### src/rtl/reg_scoreboard_pkg.sv
// Shared types and sizing for the register-dependency scoreboard.
package reg_scoreboard_pkg;

    localparam int REG_NUM = 32;
    localparam int REG_LOG = 5;
    localparam int CNT_W   = 2;
    localparam int PERF_W  = 32;

    typedef logic [REG_LOG-1:0] reg_addr_t;
    typedef logic [CNT_W-1:0]   cnt_t;
    typedef logic [PERF_W-1:0]  perf_t;

    localparam reg_addr_t REG_ZERO = {REG_LOG{1'b0}};
    localparam cnt_t      CNT_ZERO = {CNT_W{1'b0}};
    localparam cnt_t      CNT_ONE  = {{(CNT_W-1){1'b0}}, 1'b1};
    localparam cnt_t      CNT_MAX  = {CNT_W{1'b1}};

    // A source only blocks when it is really read, is not r0 and still has a write outstanding.
    function automatic logic src_hit(input logic used, input reg_addr_t addr,
                                     input logic [REG_NUM-1:0] nz);
        return used & (addr != REG_ZERO) & nz[addr];
    endfunction

endpackage

### src/rtl/reg_scoreboard_if.sv
// Decode/execute/write-back signal bundle seen by the scoreboard.
interface reg_scoreboard_if;
    import reg_scoreboard_pkg::*;

    logic               id_valid;
    reg_addr_t          rs0;
    reg_addr_t          rs1;
    reg_addr_t          rs2;
    logic [2:0]         rs_used;
    reg_addr_t          rd;
    logic               rd_we;
    logic               ex_ready;
    logic               wb_we;
    reg_addr_t          wb_addr;
    logic               flush;
    logic               id_ready;
    logic               issue;
    logic [REG_NUM-1:0] pending;
    logic               sb_err;
    perf_t              stall_cycles;

    modport master (
        output id_valid, rs0, rs1, rs2, rs_used, rd, rd_we, ex_ready,
               wb_we, wb_addr, flush,
        input  id_ready, issue, pending, sb_err, stall_cycles
    );

    modport slave (
        input  id_valid, rs0, rs1, rs2, rs_used, rd, rd_we, ex_ready,
               wb_we, wb_addr, flush,
        output id_ready, issue, pending, sb_err, stall_cycles
    );
endinterface

### src/rtl/reg_scoreboard_sb_entry.sv
// Pending-write counter for one architectural register.
module sb_entry
    import reg_scoreboard_pkg::*;
(
    input  logic clk,
    input  logic rst,
    input  logic inc,
    input  logic dec,
    input  logic clr,
    output logic nz,
    output logic full,
    output logic err
);

    cnt_t cnt_q;
    cnt_t cnt_d;

    // Next count; a decrement of an empty counter holds at zero and flags an error.
    always_comb begin
        cnt_d = cnt_q;
        err   = 1'b0;
        if (clr) begin
            cnt_d = CNT_ZERO;
        end else if (inc && !dec) begin
            cnt_d = cnt_q + CNT_ONE;
        end else if (dec && !inc) begin
            if (cnt_q == CNT_ZERO) begin
                err = 1'b1;
            end else begin
                cnt_d = cnt_q - CNT_ONE;
            end
        end else begin
            cnt_d = cnt_q;
        end
    end

    // Counter register with synchronous active-low reset.
    always_ff @(posedge clk) begin
        if (!rst) begin
            cnt_q <= CNT_ZERO;
        end else begin
            cnt_q <= cnt_d;
        end
    end

    assign nz   = (cnt_q != CNT_ZERO);
    assign full = (cnt_q == CNT_MAX);

endmodule

### src/rtl/reg_scoreboard.sv
// Issue interlock: holds decode on RAW hazards, counter saturation or busy execute.
module reg_scoreboard
    import reg_scoreboard_pkg::*;
(
    input  logic            clk,
    input  logic            rst,
    reg_scoreboard_if.slave sb
);

    logic [REG_NUM-1:0] nz_s;
    logic [REG_NUM-1:0] full_s;
    logic [REG_NUM-1:0] err_s;
    logic               raw_s;
    logic               sat_s;
    logic               sb_err_q;
    logic               sb_err_d;
    perf_t              stall_q;
    perf_t              stall_d;

    assign nz_s[0]   = 1'b0;
    assign full_s[0] = 1'b0;
    assign err_s[0]  = 1'b0;

    // r0 has no entry; it can never be pending, saturated or in error.
    for (genvar r = 1; r < REG_NUM; r++) begin : g_entry
        sb_entry u_entry (
            .clk  (clk),
            .rst  (rst),
            .inc  (sb.issue & sb.rd_we & (sb.rd == reg_addr_t'(r))),
            .dec  (sb.wb_we & (sb.wb_addr == reg_addr_t'(r))),
            .clr  (sb.flush),
            .nz   (nz_s[r]),
            .full (full_s[r]),
            .err  (err_s[r])
        );
    end

    // Same-cycle hazard decision; write-back is deliberately not bypassed.
    always_comb begin
        raw_s = src_hit(sb.rs_used[0], sb.rs0, nz_s)
              | src_hit(sb.rs_used[1], sb.rs1, nz_s)
              | src_hit(sb.rs_used[2], sb.rs2, nz_s);
        sat_s = sb.rd_we & (sb.rd != REG_ZERO) & full_s[sb.rd];
        sb.id_ready = sb.ex_ready & ~raw_s & ~sat_s & ~sb.flush;
        sb.issue    = sb.id_valid & sb.id_ready & ~sb.flush & rst;
    end

    // Sticky error and stall counter next values.
    always_comb begin
        sb_err_d = sb_err_q | (|err_s);
        stall_d  = stall_q;
        if (sb.id_valid && !sb.id_ready && !sb.flush) begin
            stall_d = stall_q + {{(PERF_W-1){1'b0}}, 1'b1};
        end else begin
            stall_d = stall_q;
        end
    end

    // Status registers with synchronous active-low reset.
    always_ff @(posedge clk) begin
        if (!rst) begin
            sb_err_q <= 1'b0;
            stall_q  <= {PERF_W{1'b0}};
        end else begin
            sb_err_q <= sb_err_d;
            stall_q  <= stall_d;
        end
    end

    assign sb.pending      = nz_s;
    assign sb.sb_err       = sb_err_q;
    assign sb.stall_cycles = stall_q;

endmodule

### src/flat_wrapper.sv
// flat-port wrapper written by rule: the top's interface ports become plain ports
module reg_scoreboard_flat import reg_scoreboard_pkg::*;
  (clk, rst, sb_id_valid, sb_rs0, sb_rs1, sb_rs2, sb_rs_used, sb_rd, sb_rd_we, sb_ex_ready, sb_wb_we, sb_wb_addr, sb_flush, sb_id_ready, sb_issue, sb_pending, sb_sb_err, sb_stall_cycles);
  reg_scoreboard_if sb_i ();
  input  logic clk;
  input  logic rst;
  input wire logic [$bits(sb_i.id_valid)-1:0] sb_id_valid;
  input wire logic [$bits(sb_i.rs0)-1:0] sb_rs0;
  input wire logic [$bits(sb_i.rs1)-1:0] sb_rs1;
  input wire logic [$bits(sb_i.rs2)-1:0] sb_rs2;
  input wire logic [$bits(sb_i.rs_used)-1:0] sb_rs_used;
  input wire logic [$bits(sb_i.rd)-1:0] sb_rd;
  input wire logic [$bits(sb_i.rd_we)-1:0] sb_rd_we;
  input wire logic [$bits(sb_i.ex_ready)-1:0] sb_ex_ready;
  input wire logic [$bits(sb_i.wb_we)-1:0] sb_wb_we;
  input wire logic [$bits(sb_i.wb_addr)-1:0] sb_wb_addr;
  input wire logic [$bits(sb_i.flush)-1:0] sb_flush;
  output wire logic [$bits(sb_i.id_ready)-1:0] sb_id_ready;
  output wire logic [$bits(sb_i.issue)-1:0] sb_issue;
  output wire logic [$bits(sb_i.pending)-1:0] sb_pending;
  output wire logic [$bits(sb_i.sb_err)-1:0] sb_sb_err;
  output wire logic [$bits(sb_i.stall_cycles)-1:0] sb_stall_cycles;
  assign sb_i.id_valid = sb_id_valid;
  assign sb_i.rs0 = sb_rs0;
  assign sb_i.rs1 = sb_rs1;
  assign sb_i.rs2 = sb_rs2;
  assign sb_i.rs_used = sb_rs_used;
  assign sb_i.rd = sb_rd;
  assign sb_i.rd_we = sb_rd_we;
  assign sb_i.ex_ready = sb_ex_ready;
  assign sb_i.wb_we = sb_wb_we;
  assign sb_i.wb_addr = sb_wb_addr;
  assign sb_i.flush = sb_flush;
  assign sb_id_ready = sb_i.id_ready;
  assign sb_issue = sb_i.issue;
  assign sb_pending = sb_i.pending;
  assign sb_sb_err = sb_i.sb_err;
  assign sb_stall_cycles = sb_i.stall_cycles;
  reg_scoreboard u_core (.clk(clk), .rst(rst), .sb(sb_i));
endmodule
### config.mk
export PLATFORM = sky130hd
export DESIGN_NAME = reg_scoreboard_flat
export DESIGN_NICKNAME = d
export VERILOG_FILES = /design/src/rtl/reg_scoreboard_pkg.sv /design/src/rtl/reg_scoreboard_if.sv /design/src/rtl/reg_scoreboard_sb_entry.sv /design/src/rtl/reg_scoreboard.sv /design/src/flat_wrapper.sv
export SDC_FILE = /design/constraint.sdc
export NUM_CORES = 1
export LEC_CHECK = 0
export ABC_CLOCK_PERIOD_IN_PS = 4400
export BUFFER_PORTS_ARGS = -buffer_cell sky130_fd_sc_hd__buf_4
export CAP_MARGIN = 15
export CORE_ASPECT_RATIO = 1.5
export CORE_MARGIN = 2
export CORE_UTILIZATION = 54
export DETAILED_ROUTE_END_ITERATION = 10
export GPL_ROUTABILITY_DRIVEN = 0
export HOLD_SLACK_MARGIN = 0.02
export PLACE_DENSITY = 0.8
export REMOVE_ABC_BUFFERS = 1
export SYNTH_ARGS = -nofsm -noshare
export SYNTH_HDL_FRONTEND = slang
export SYNTH_SLANG_ARGS = --single-unit
### constraint.sdc
create_clock -name clk -period 4.4 [get_ports clk]
set_input_delay 0 -clock clk [delete_from_list [all_inputs] [get_ports clk]]
set_output_delay 0 -clock clk [all_outputs]
set_load 0.01 [all_outputs]
After elaboration in Yosys (flattened, before gate mapping):

Index checks and enable logic that the tools add are counted.

* add/sub/neg operators: 63
* magnitude comparators: 4
* equality and inequality tests: 124
* multiplexer cells: 225
* bitwise logic cells: 84
* reduce and logical (&&, ||, !) cells: 258

Operators by type and width (count)
* $mux 2: 93
* $eq 5x5->1 const B: 32
* $mux 1: 128
* $reduce_bool 2->1: 62
* $eq 5x4->1 const B: 16
* $and 1x1->1: 77
* $logic_and 1x1->1: 64
* $logic_not 1->1: 64
* $add 2x1->2 const B: 31
* $eq 2x2->1 const B: 31
* $logic_not 2->1: 31
* $ne 2x2->1 const B: 31
* $reduce_and 2->1: 31
* $sub 2x1->2 const B: 31
* $eq 5x3->1 const B: 8
* $add 32x1->32 const B: 1
* $reduce_or 31->1: 1
* $lt 5x6->1 const B: 4
* $bmux 1 s5: 4
* $eq 5x2->1 const B: 4
* $reduce_bool 5->1: 4
* $eq 5x1->1 const B: 2
* $not 1->1: 4
* $or 1x1->1: 3
* $reduce_or 2->1: 1

* register bits after elaboration: 95
* input port bits: 35
* word-level logic and storage cells: 791

Longest topological paths before layout:

Gate-level depths: netlist of run 1.

* depth after elaboration: 22
* mapped depth: 21

Cells and area by module:

From an unflattened synthesis of run 1, not the netlist that was laid out.

* cell total of the unflattened synthesis: 1063
* area total of the unflattened synthesis: 8942.3 sq um

By module, submodules not included
* sb_entry: instances 31, cells each 20, area an instance 176.4 sq um, seq. area each 40.0 sq um
* reg_scoreboard: instances 1, cells each 443, area an instance 3473.3 sq um, seq. area each 660.6 sq um

Worst setup path before layout of run 1:

OpenSTA, ideal clock, no wires.

* kind: register to register
* start: register u_core.g_entry[10].u_entry.cnt_q[0]
* end: register u_core.sb_err_q, in the netlist u_core.sb.sb_err
* setup time: 0.115 ns
* arrival: 3.946 ns
* data required time: 4.285 ns
* slack: 0.339 ns
* stages on the path, launching flop included: 20
* buffers on the path: 3
* period minus slack after synthesis: 4.061 ns
* cell sequence: dfxtp_1 -> or2_2 -> mux4_2 -> a211oi_1 -> a41oi_1 -> a2111o_1 -> or2_1 -> buf_6 -> or3_1 -> buf_2 -> buf_6 -> nor2_1 -> ha_1 -> nor3_1 -> a22o_1 -> a221oi_1 -> nand4_1 -> nor3_1 -> nor2_1 -> o21a_1

* cells in the longest elaborated chain, start to end: 22
* elaborated cells on any way between the ends: 246
* those cells by class: eq/ne: 1; mux: 102; bitwise: 47; reduce/logical: 96

Ends and longest elaborated chain
* from (decl): RTL line reg_scoreboard_sb_entry.sv:15 `cnt_t cnt_q;`
* from (signal assigned): RTL line reg_scoreboard_sb_entry.sv:42 `cnt_q <= cnt_d;`
* $reduce_bool 2->1 *: RTL line reg_scoreboard_sb_entry.sv:46 `assign nz = (cnt_q != CNT_ZERO);`
* net u_core.g_entry[10].u_entry.nz: RTL line reg_scoreboard_sb_entry.sv:10 `output logic nz,`
* $bmux 1 s5: RTL line reg_scoreboard_pkg.sv:21 `return used & (addr != REG_ZERO) & nz[addr];`
* $mux 1 (not written as such): RTL line reg_scoreboard_pkg.sv:21
* $and 1x1->1: RTL line reg_scoreboard_pkg.sv:21
* $or 1x1->1: RTL line reg_scoreboard.sv:41 `| src_hit(sb.rs_used[1], sb.rs1, nz_s)`
* $or 1x1->1 *: RTL line reg_scoreboard.sv:42 `| src_hit(sb.rs_used[2], sb.rs2, nz_s);`
* $not 1->1 *: RTL line reg_scoreboard.sv:44 `sb.id_ready = sb.ex_ready & ~raw_s & ~sat_s & ~sb.flush;`
* [... 7 more ...]
* $and 1x1->1: RTL line reg_scoreboard.sv:29 `.inc (sb.issue & sb.rd_we & (sb.rd == reg_addr_t'(r))),`
* $logic_not 1->1: RTL line reg_scoreboard_sb_entry.sv:26 `end else if (dec && !inc) begin`
* $logic_and 1x1->1: RTL line reg_scoreboard_sb_entry.sv:26
* $mux 1: RTL line reg_scoreboard_sb_entry.sv:26
* $mux 1: RTL line reg_scoreboard_sb_entry.sv:24 `end else if (inc && !dec) begin`
* $mux 1: RTL line reg_scoreboard_sb_entry.sv:22 `if (clr) begin`
* $reduce_or 31->1 *: RTL line reg_scoreboard.sv:50 `sb_err_d = sb_err_q | (|err_s);`
* $or 1x1->1 *: RTL line reg_scoreboard.sv:50
* to (signal assigned): RTL line reg_scoreboard.sv:65 `sb_err_q <= sb_err_d;`
* to (decl): RTL line reg_scoreboard.sv:15 `logic sb_err_q;`

The timed path passes the listed nets; every way through them passes the cells marked *. The select of a mux whose other input is x is not followed.
A chain may end at the register's enable or synchronous reset.

Final worst setup path of run 1:

* start: register u_core.g_entry[14].u_entry.cnt_q[1]
* end: register u_core.sb_err_q, in the netlist u_core.sb.sb_err

* cells in the longest elaborated chain, start to end: 22
* elaborated cells on any way between the ends: 246
* those cells by class: eq/ne: 1; mux: 102; bitwise: 47; reduce/logical: 96

Ends and longest elaborated chain
* from (decl): RTL line reg_scoreboard_sb_entry.sv:15
* from (signal assigned): RTL line reg_scoreboard_sb_entry.sv:42
* $reduce_bool 2->1: RTL line reg_scoreboard_sb_entry.sv:46
* $bmux 1 s5: RTL line reg_scoreboard_pkg.sv:21
* $mux 1 (not written as such): RTL line reg_scoreboard_pkg.sv:21
* $and 1x1->1: RTL line reg_scoreboard_pkg.sv:21
* $or 1x1->1: RTL line reg_scoreboard.sv:41
* $or 1x1->1: RTL line reg_scoreboard.sv:42
* $not 1->1: RTL line reg_scoreboard.sv:44
* $and 1x1->1 (3 in series): RTL line reg_scoreboard.sv:44
* $and 1x1->1 (3 in series): RTL line reg_scoreboard.sv:45 `sb.issue = sb.id_valid & sb.id_ready & ~sb.flush & rst;`
* $and 1x1->1 (2 in series): RTL line reg_scoreboard.sv:29
* $logic_not 1->1: RTL line reg_scoreboard_sb_entry.sv:26
* $logic_and 1x1->1: RTL line reg_scoreboard_sb_entry.sv:26
* $mux 1: RTL line reg_scoreboard_sb_entry.sv:26
* $mux 1: RTL line reg_scoreboard_sb_entry.sv:24
* $mux 1: RTL line reg_scoreboard_sb_entry.sv:22
* $reduce_or 31->1 *: RTL line reg_scoreboard.sv:50
* $or 1x1->1 *: RTL line reg_scoreboard.sv:50

Every way passes the cells marked *; elsewhere a longest branch is shown, timed or not. The select of a mux whose other input is x is not followed.

==> results.tsv, run 1 <==
stage	metric	value	unit
grt	largest net degree at the start of global routing	63	
worst_setup_path	Worst Path Required	4640	ps
worst_setup_path	delay-heaviest family, CP	simple AND/OR/NAND/NOR gates	
logic_synthesis	Post-synth top flop	dfxtp_1	
finish	Post-Layout Cell Count	1387	
floorplan	Top-Level Pins	102	
sta	max-slew violations	0	
sta	worst slew pin tran	1160	ps
floorplan	CORE AREA	14900	µm²
routing	DRC	0	
logic_synthesis	cell area after synthesis	8170	µm²
logic_synthesis	synthesized flop and latch total	95	
grt	initial antenna violation count	0	
finish	Antenna diodes	0	
placement	HPWL after DPL	21.6	mm
routing	routed len/inst	21.3	µm
worst_setup_path	crit-path max FO	9	
worst_setup_path	worst path buffer plus inverter count	0	
worst_setup_path	CP cell instances	or2_4 > mux4_2 > a211oi_2 > a41oi_2 > a2111o_1 > or2_4 > or3_4 > nor2_2 > ha_4 > nor3_1 > a22o_1 > a221oi_2 > nand4_1 > nor3_2 > nor2_1 > o21a_1	
logic_synthesis	EDFF count, synth	0	
placement	IO buf count	100	
pwr	VDD IR max	0.193	mV
worst_setup_path	Worst Path Arrival	4500	ps
logic_synthesis	Async SR Flop Fraction	0	%
routing	DRT antenna net count	0	
logic_synthesis	register area share after synthesis	23.3	%
outcome	outcome	complete, no violations	
clock_tree	cts bufs inserted	9	
placement	Inst Count DP	1362	
clock_tree	clock latency on the worst-skew pair	350	ps
sta	Tmin final	4260	ps
routing	First-pass DRT Iterations	11	
clock_tree	TritonCTS clock tree	done	
sta	Worst slew margin	22.1	%
placement	pre-CTS setup slack	-94.9	ps
worst_setup_path	FF-to-FF End	u_core.sb.sb_err	
grt	GRT Residual Overflow	0	
sta	worst setup margin	145	ps
hold_path	hold path startpoint	rst	
routing	Post-Route WL	29.5	mm
pwr	Leak	4.26	nW
finish	Layout area overhead	17.9	%
routing	DR vias/cell	6.39	
floorplan	die height	155	µm
finish	nets	1281	
sta	Final Cycle Share	96.7	%
sta	# setup viols final	0	
worst_setup_path	startpoint types	register	
floorplan	Initial Utilization	54.7	%
hold_path	Worst Hold End	u_core.sb.stall_cycles[28]	
logic_synthesis	synthesized instance count	1087	
worst_setup_path	Crit path top cell by count	or2_4	
sta	Hold Slack	162	ps
floorplan	Rows	55	
clock_tree	H-tree depth	3	
logic_synthesis	Ys Warns	0	
worst_setup_path	critical path class	register to register	
routing	initial DRC count	1239	
routing	Vias	8860	
floorplan	Die ar.	16200	µm²
logic_synthesis	synthesized area per cell	7.52	µm²
grt	Total GRT Usage	36.1	%
worst_setup_path	Crit Reg-Reg Startpoint	u_core.g_entry[14].u_entry.cnt_q[1]	
logic_synthesis	Distinct cells, synth	61	
worst_setup_path	CP Capture Type	register	
floorplan	chip width	104	µm
worst_setup_path	crit path from	u_core.g_entry[14].u_entry.cnt_q[1]	
job	Max-Cap Viols	0	
hold_path	Hold Crit Class	primary input to register	
finish	Util after Layout	64.5	%
clock_tree	CTS Buffer Depth	2	
sta	Clock Skews	9.77	ps
pwr	Power Total	0.00195	W
sta	final hold violations	0	
worst_setup_path	R2R setup slack	140	ps
worst_setup_path	slowest stage delay, CP	490	ps
worst_setup_path	R2R cell count	16	
grt	first-pass GRT wire length	44.9	mm
hold_path	hold depth	3	
clock_tree	Reg clk slew, reported paths	80	ps
sta	Max Clock Freq	0.235	GHz
worst_setup_path	CP max-delay cell	mux4_2	
clock_tree	CTS Root Cell	clkbuf_16	
finish	Fill cells	1301	
finish	share of cells above drive strength 1	20.1	%
grt	vias in the first global route	8341	
pwr	pwr/cell area	202	nW/µm²
clock_tree	# clock sinks	95	
## stage by stage
stage          TNS (ps)  area [µm²]
2_1_floorplan      -109        7720
6_report              0        9630
3_5_place_dp      -94.9        9140
4_1_cts               0        9480
3_3_place_gp          0        9140
5_1_grt           -17.9        9630
## layout by cell type, fill, tap and decap left out, drive strengths merged, types with 4 or more instances in the layout
cell,netlist,routed
nand4,20,20
or2,11,11
nor2b,69,69
nand2,121,121
o211ai,7,7
xor2,35,35
nand2b,38,38
and2,8,8
nor3b,36,36
o21ai,66,66
buf,47,164
a22oi,8,8
clkbuf,33,9
a211oi,8,8
nand3b,9,9
nor3,60,60
a31oi,4,4
ha,63,63
nand3,35,35
inv,61,64
mux4,18,18
and3,18,18
dfxtp,95,95
mux2i,28,28
nor4,6,6
nor2,98,98
a21oi,41,41
## cells by family after synthesis
family	share of synthesized area [%]
other	0.0459
buffers and inverters	8.34
flip-flops	23.3
AND/OR/NAND/NOR	34.0
AO/OA/AOI/OAI	12.5
adder cells (fa/ha/maj)	9.64
XOR/XNOR	3.75
multiplexers	8.39
## per-layer routing
layer / GRT usage (%) / routed length, µm / part of all wire [%]
met5: 0 / 0 / 0
met4: 29.2 / 2920 / 9.9
met3: 10.2 / 3340 / 11
met2: 58.5 / 13300 / 45
met1: 39.3 / 9980 / 34
## synth_stat cells (7+ instances only)
cell type,count,area share (%)
and2_1,7,0.54
ha_1,63,9.6
nor2b_1,69,5.3
mux4_2,18,5.0
nand3b_1,9,0.83
o211ai_1,7,0.64
o21ai_0,66,4.0
a21oi_1,41,2.5
a211oi_1,8,0.73
nand3_1,35,2.1
a22oi_1,8,0.73
nor3_1,60,3.7
nand2_1,121,5.6
nor3b_1,36,3.3
inv_1,61,2.8
dfxtp_1,95,23
and3_1,18,1.4
buf_2,7,0.43
buf_4,32,2.9
or2_2,8,0.61
mux2i_1,28,3.4
nand4_1,20,1.5
nor2_1,98,4.5
nand2b_1,38,2.9
xor2_1,35,3.8
clkbuf_1,32,1.5
## worst max-delay path by stage
stage / endpoint / depth (start not counted)
floorplan: u_core.sb.sb_err / 15
global placement: u_core.sb.sb_err / 17
detailed placement: u_core.sb.sb_err / 16
CTS: u_core.sb.sb_err / 16
global route: u_core.sb.sb_err / 17
finish: u_core.sb.sb_err / 16
## worst min-delay path: cells and delay by family
| family | cells | cell delay [ps] |
|---|---|---|
| buffers and inverters | 1 | 280 |
| AND/OR/NAND/NOR | 1 | 130 |
| multiplexers | 1 | 50 |
## registers in the layout (all words and copies together) (netlist names)
name                          cells
u_core.g_entry.u_entry.cnt_q     62
u_core.sb.sb_err                  1
u_core.sb.stall_cycles           32
## power by group
| part | internal [W] | switching [W] | total [W] |
|---|---|---|---|
| Sequential | 0.000861 | 0.00000292 | 0.000864 |
| Clock | 0.000449 | 0.000381 | 0.000830 |
| Combinational | 0.0000861 | 0.000167 | 0.000253 |
## timing repair
action	CTS	global route
setup buffers	0	8
hold buffers	1	0
endpoints found under the setup margin	1	1
hold endpoints to repair	1	0
pin swaps	0	15
resized for setup	4	30
## layout make-up
type	instances	area, µm²	area share, %
Clock buffer	9	225	2.34
Clock inverter	7	78.8	0.818
Inverter	61	229	2.38
Multi-Input combinational cell	851	5700	59.2
Sequential cell	95	1910	19.8
Tap cell	199	249	2.58
Timing Repair Buffer	165	1240	12.9
Note: power is estimated with default switching activity, not from simulation.
==> run 2, diff against run 1 <==
PLACE_DENSITY = 0.78   (was 0.8)
==> results.tsv, run 2 (synthesis results as in run 1) <==
stage	metric	value	unit
sta	Clock Skews	10.8	ps
placement	HPWL after DPL	21.0	mm
placement	Inst Count DP	1361	
grt	first-pass GRT wire length	43.5	mm
finish	Fill cells	1291	
clock_tree	TritonCTS clock tree	done	
sta	Worst slew margin	28.8	%
grt	Total GRT Usage	34.8	%
worst_setup_path	Worst Path Required	4650	ps
pwr	VDD IR max	0.216	mV
clock_tree	H-tree depth	3	
floorplan	Top-Level Pins	102	
clock_tree	CTS Buffer Depth	2	
finish	nets	1278	
routing	Post-Route WL	28.4	mm
placement	Placement Cell Area	9140	µm²
worst_setup_path	Crit Reg-Reg Startpoint	u_core.g_entry[14].u_entry.cnt_q[1]	
hold_path	Worst Hold End	u_core.sb.stall_cycles[29]	
pwr	Power Total	0.00199	W
routing	DRC	0	
pwr	pwr/cell area	207	nW/µm²
worst_setup_path	CP Capture Type	register	
sta	final hold violations	0	
pwr	Leak	4.25	nW
routing	DR vias/cell	6.24	
hold_path	hold path startpoint	rst	
routing	routed len/inst	20.5	µm
hold_path	hold depth	3	
sta	Tmin final	4330	ps
sta	Max Clock Freq	0.231	GHz
worst_setup_path	R2R setup slack	70	ps
finish	Most flops, register	u_core.g_entry.u_entry.cnt_q	
worst_setup_path	delay-heaviest family, CP	simple AND/OR/NAND/NOR gates	
clock_tree	cts bufs inserted	9	
sta	# setup viols final	0	
floorplan	chip width	104	µm
finish	Antenna diodes	0	
grt	GRT Residual Overflow	0	
worst_setup_path	crit-path max FO	8	
sta	Final Cycle Share	98.5	%
finish	leading cell type in the layout, fill and taps excluded	buf_4	
clock_tree	# clock sinks	95	
finish	Largest register FFs	62	
routing	First-pass DRT Iterations	7	
floorplan	Rows	55	
finish	Post-Layout Cell Count	1384	
sta	max-slew violations	0	
finish	commonest cells after routing, fill and taps aside	buf_4, nand2_1, dfxtp_1, nor2_1, nor2b_1	
grt	vias in the first global route	8241	
floorplan	Initial Utilization	54.7	%
outcome	outcome	complete, no violations	
finish	share of cells above drive strength 1	19.7	%
worst_setup_path	FF-to-FF End	u_core.sb.sb_err	
job	Max-Cap Viols	0	
worst_setup_path	startpoint types	register	
worst_setup_path	CP cell instances	or2_4 > mux4_2 > a211oi_4 > a41oi_1 > a2111o_1 > or2_4 > or3_4 > buf_6 > nor2_2 > ha_2 > nor2_1 > a222oi_1 > nand4_1 > nor3_2 > nor2_1 > o21a_1	
placement	IO buf count	100	
routing	DRT antenna net count	0	
worst_setup_path	worst path buffer plus inverter count	1	
worst_setup_path	Worst Path Arrival	4580	ps
routing	Vias	8643	
clock_tree	clock latency on the worst-skew pair	360	ps
floorplan	die height	155	µm
worst_setup_path	slowest stage delay, CP	510	ps
finish	Layout area overhead	17.9	%
worst_setup_path	R2R cell count	16	
sta	worst slew pin tran	1070	ps
clock_tree	CTS Root Cell	clkbuf_16	
sta	Hold Slack	154	ps
grt	largest net degree at the start of global routing	63	
finish	cell area after layout	9630	µm²
worst_setup_path	critical path class	register to register	
floorplan	Die ar.	16200	µm²
hold_path	Hold Crit Class	primary input to register	
worst_setup_path	CP max-delay cell	mux4_2	
floorplan	CORE AREA	14900	µm²
grt	initial antenna violation count	0	
routing	initial DRC count	1034	
clock_tree	Reg clk slew, reported paths	70	ps
-- run 2: report_power, final --
part	switching, W	internal [W]
Sequential	0.00000268	0.000861
Combinational	0.000163	0.0000883
Clock	0.000372	0.000502
-- run 2: what timing repair did --
item                                    4_1_cts  5_1_grt
gates cloned                                  0        0
setup buffers                                 0        6
resized for setup                             2       30
hold buffers                                  1        0
pin swaps                                     0       10
hold endpoints to repair                      1        0
endpoints found under the setup margin        1        1
-- run 2: cell type report --
cell class	count	area, µm²	share of cell area [%]
clock buffer	10	229	2.38
clock inverter	6	90.1	0.935
inverter	61	229	2.38
multi-input combinational	851	5710	59.3
sequential	95	1900	19.8
tap	199	249	2.59
timing repair buffer	162	1220	12.7
-- run 2: worst reg2reg max path, delay by kind of cell (launching register included) --
family | cells | cell delay, ps
buf+inv | 1 | 160
flops | 1 | 340
fa+ha+maj | 1 | 180
mux | 1 | 510
compound gates | 5 | 1410
simple gates | 8 | 1620
-- run 2: worst max path at each step --
| stage | cells past startpoint | startpoint | to |
|---|---|---|---|
| after global placement | 16 | u_core.g_entry[14].u_entry.cnt_q[1] | u_core.sb.sb_err |
| final | 16 | u_core.g_entry[14].u_entry.cnt_q[1] | u_core.sb.sb_err |
| after CTS | 16 | u_core.g_entry[14].u_entry.cnt_q[1] | u_core.sb.sb_err |
| after floorplan | 15 | u_core.g_entry[10].u_entry.cnt_q[0] | u_core.sb.sb_err |
| after global routing | 16 | u_core.g_entry[14].u_entry.cnt_q[1] | u_core.sb.sb_err |
| after detailed placement | 16 | u_core.g_entry[14].u_entry.cnt_q[1] | u_core.sb.sb_err |
-- run 2: metal layers --
layer  global-route usage, %  share of wire, %  vias to the layer above
met4                    25.2               9.7                        2
met3                    8.64                10                      196
met5                       0             0.091                        -
li1                        -                 -                     3936
met2                    57.3                45                      574
met1                    38.8                35                     3935
-- run 2: through the flow --
stage / setup TNS, ps / setup WS [ps] / utilization, %
after floorplan: -109 / -109 / -
after CTS: 0 / 15.9 / 63.4
after detailed placement: -39.3 / -39.3 / 61.2
final: 0 / 67.0 / 64.5
after global placement: 0 / 80.7 / 61.2
after global routing: -102 / -102 / 64.5
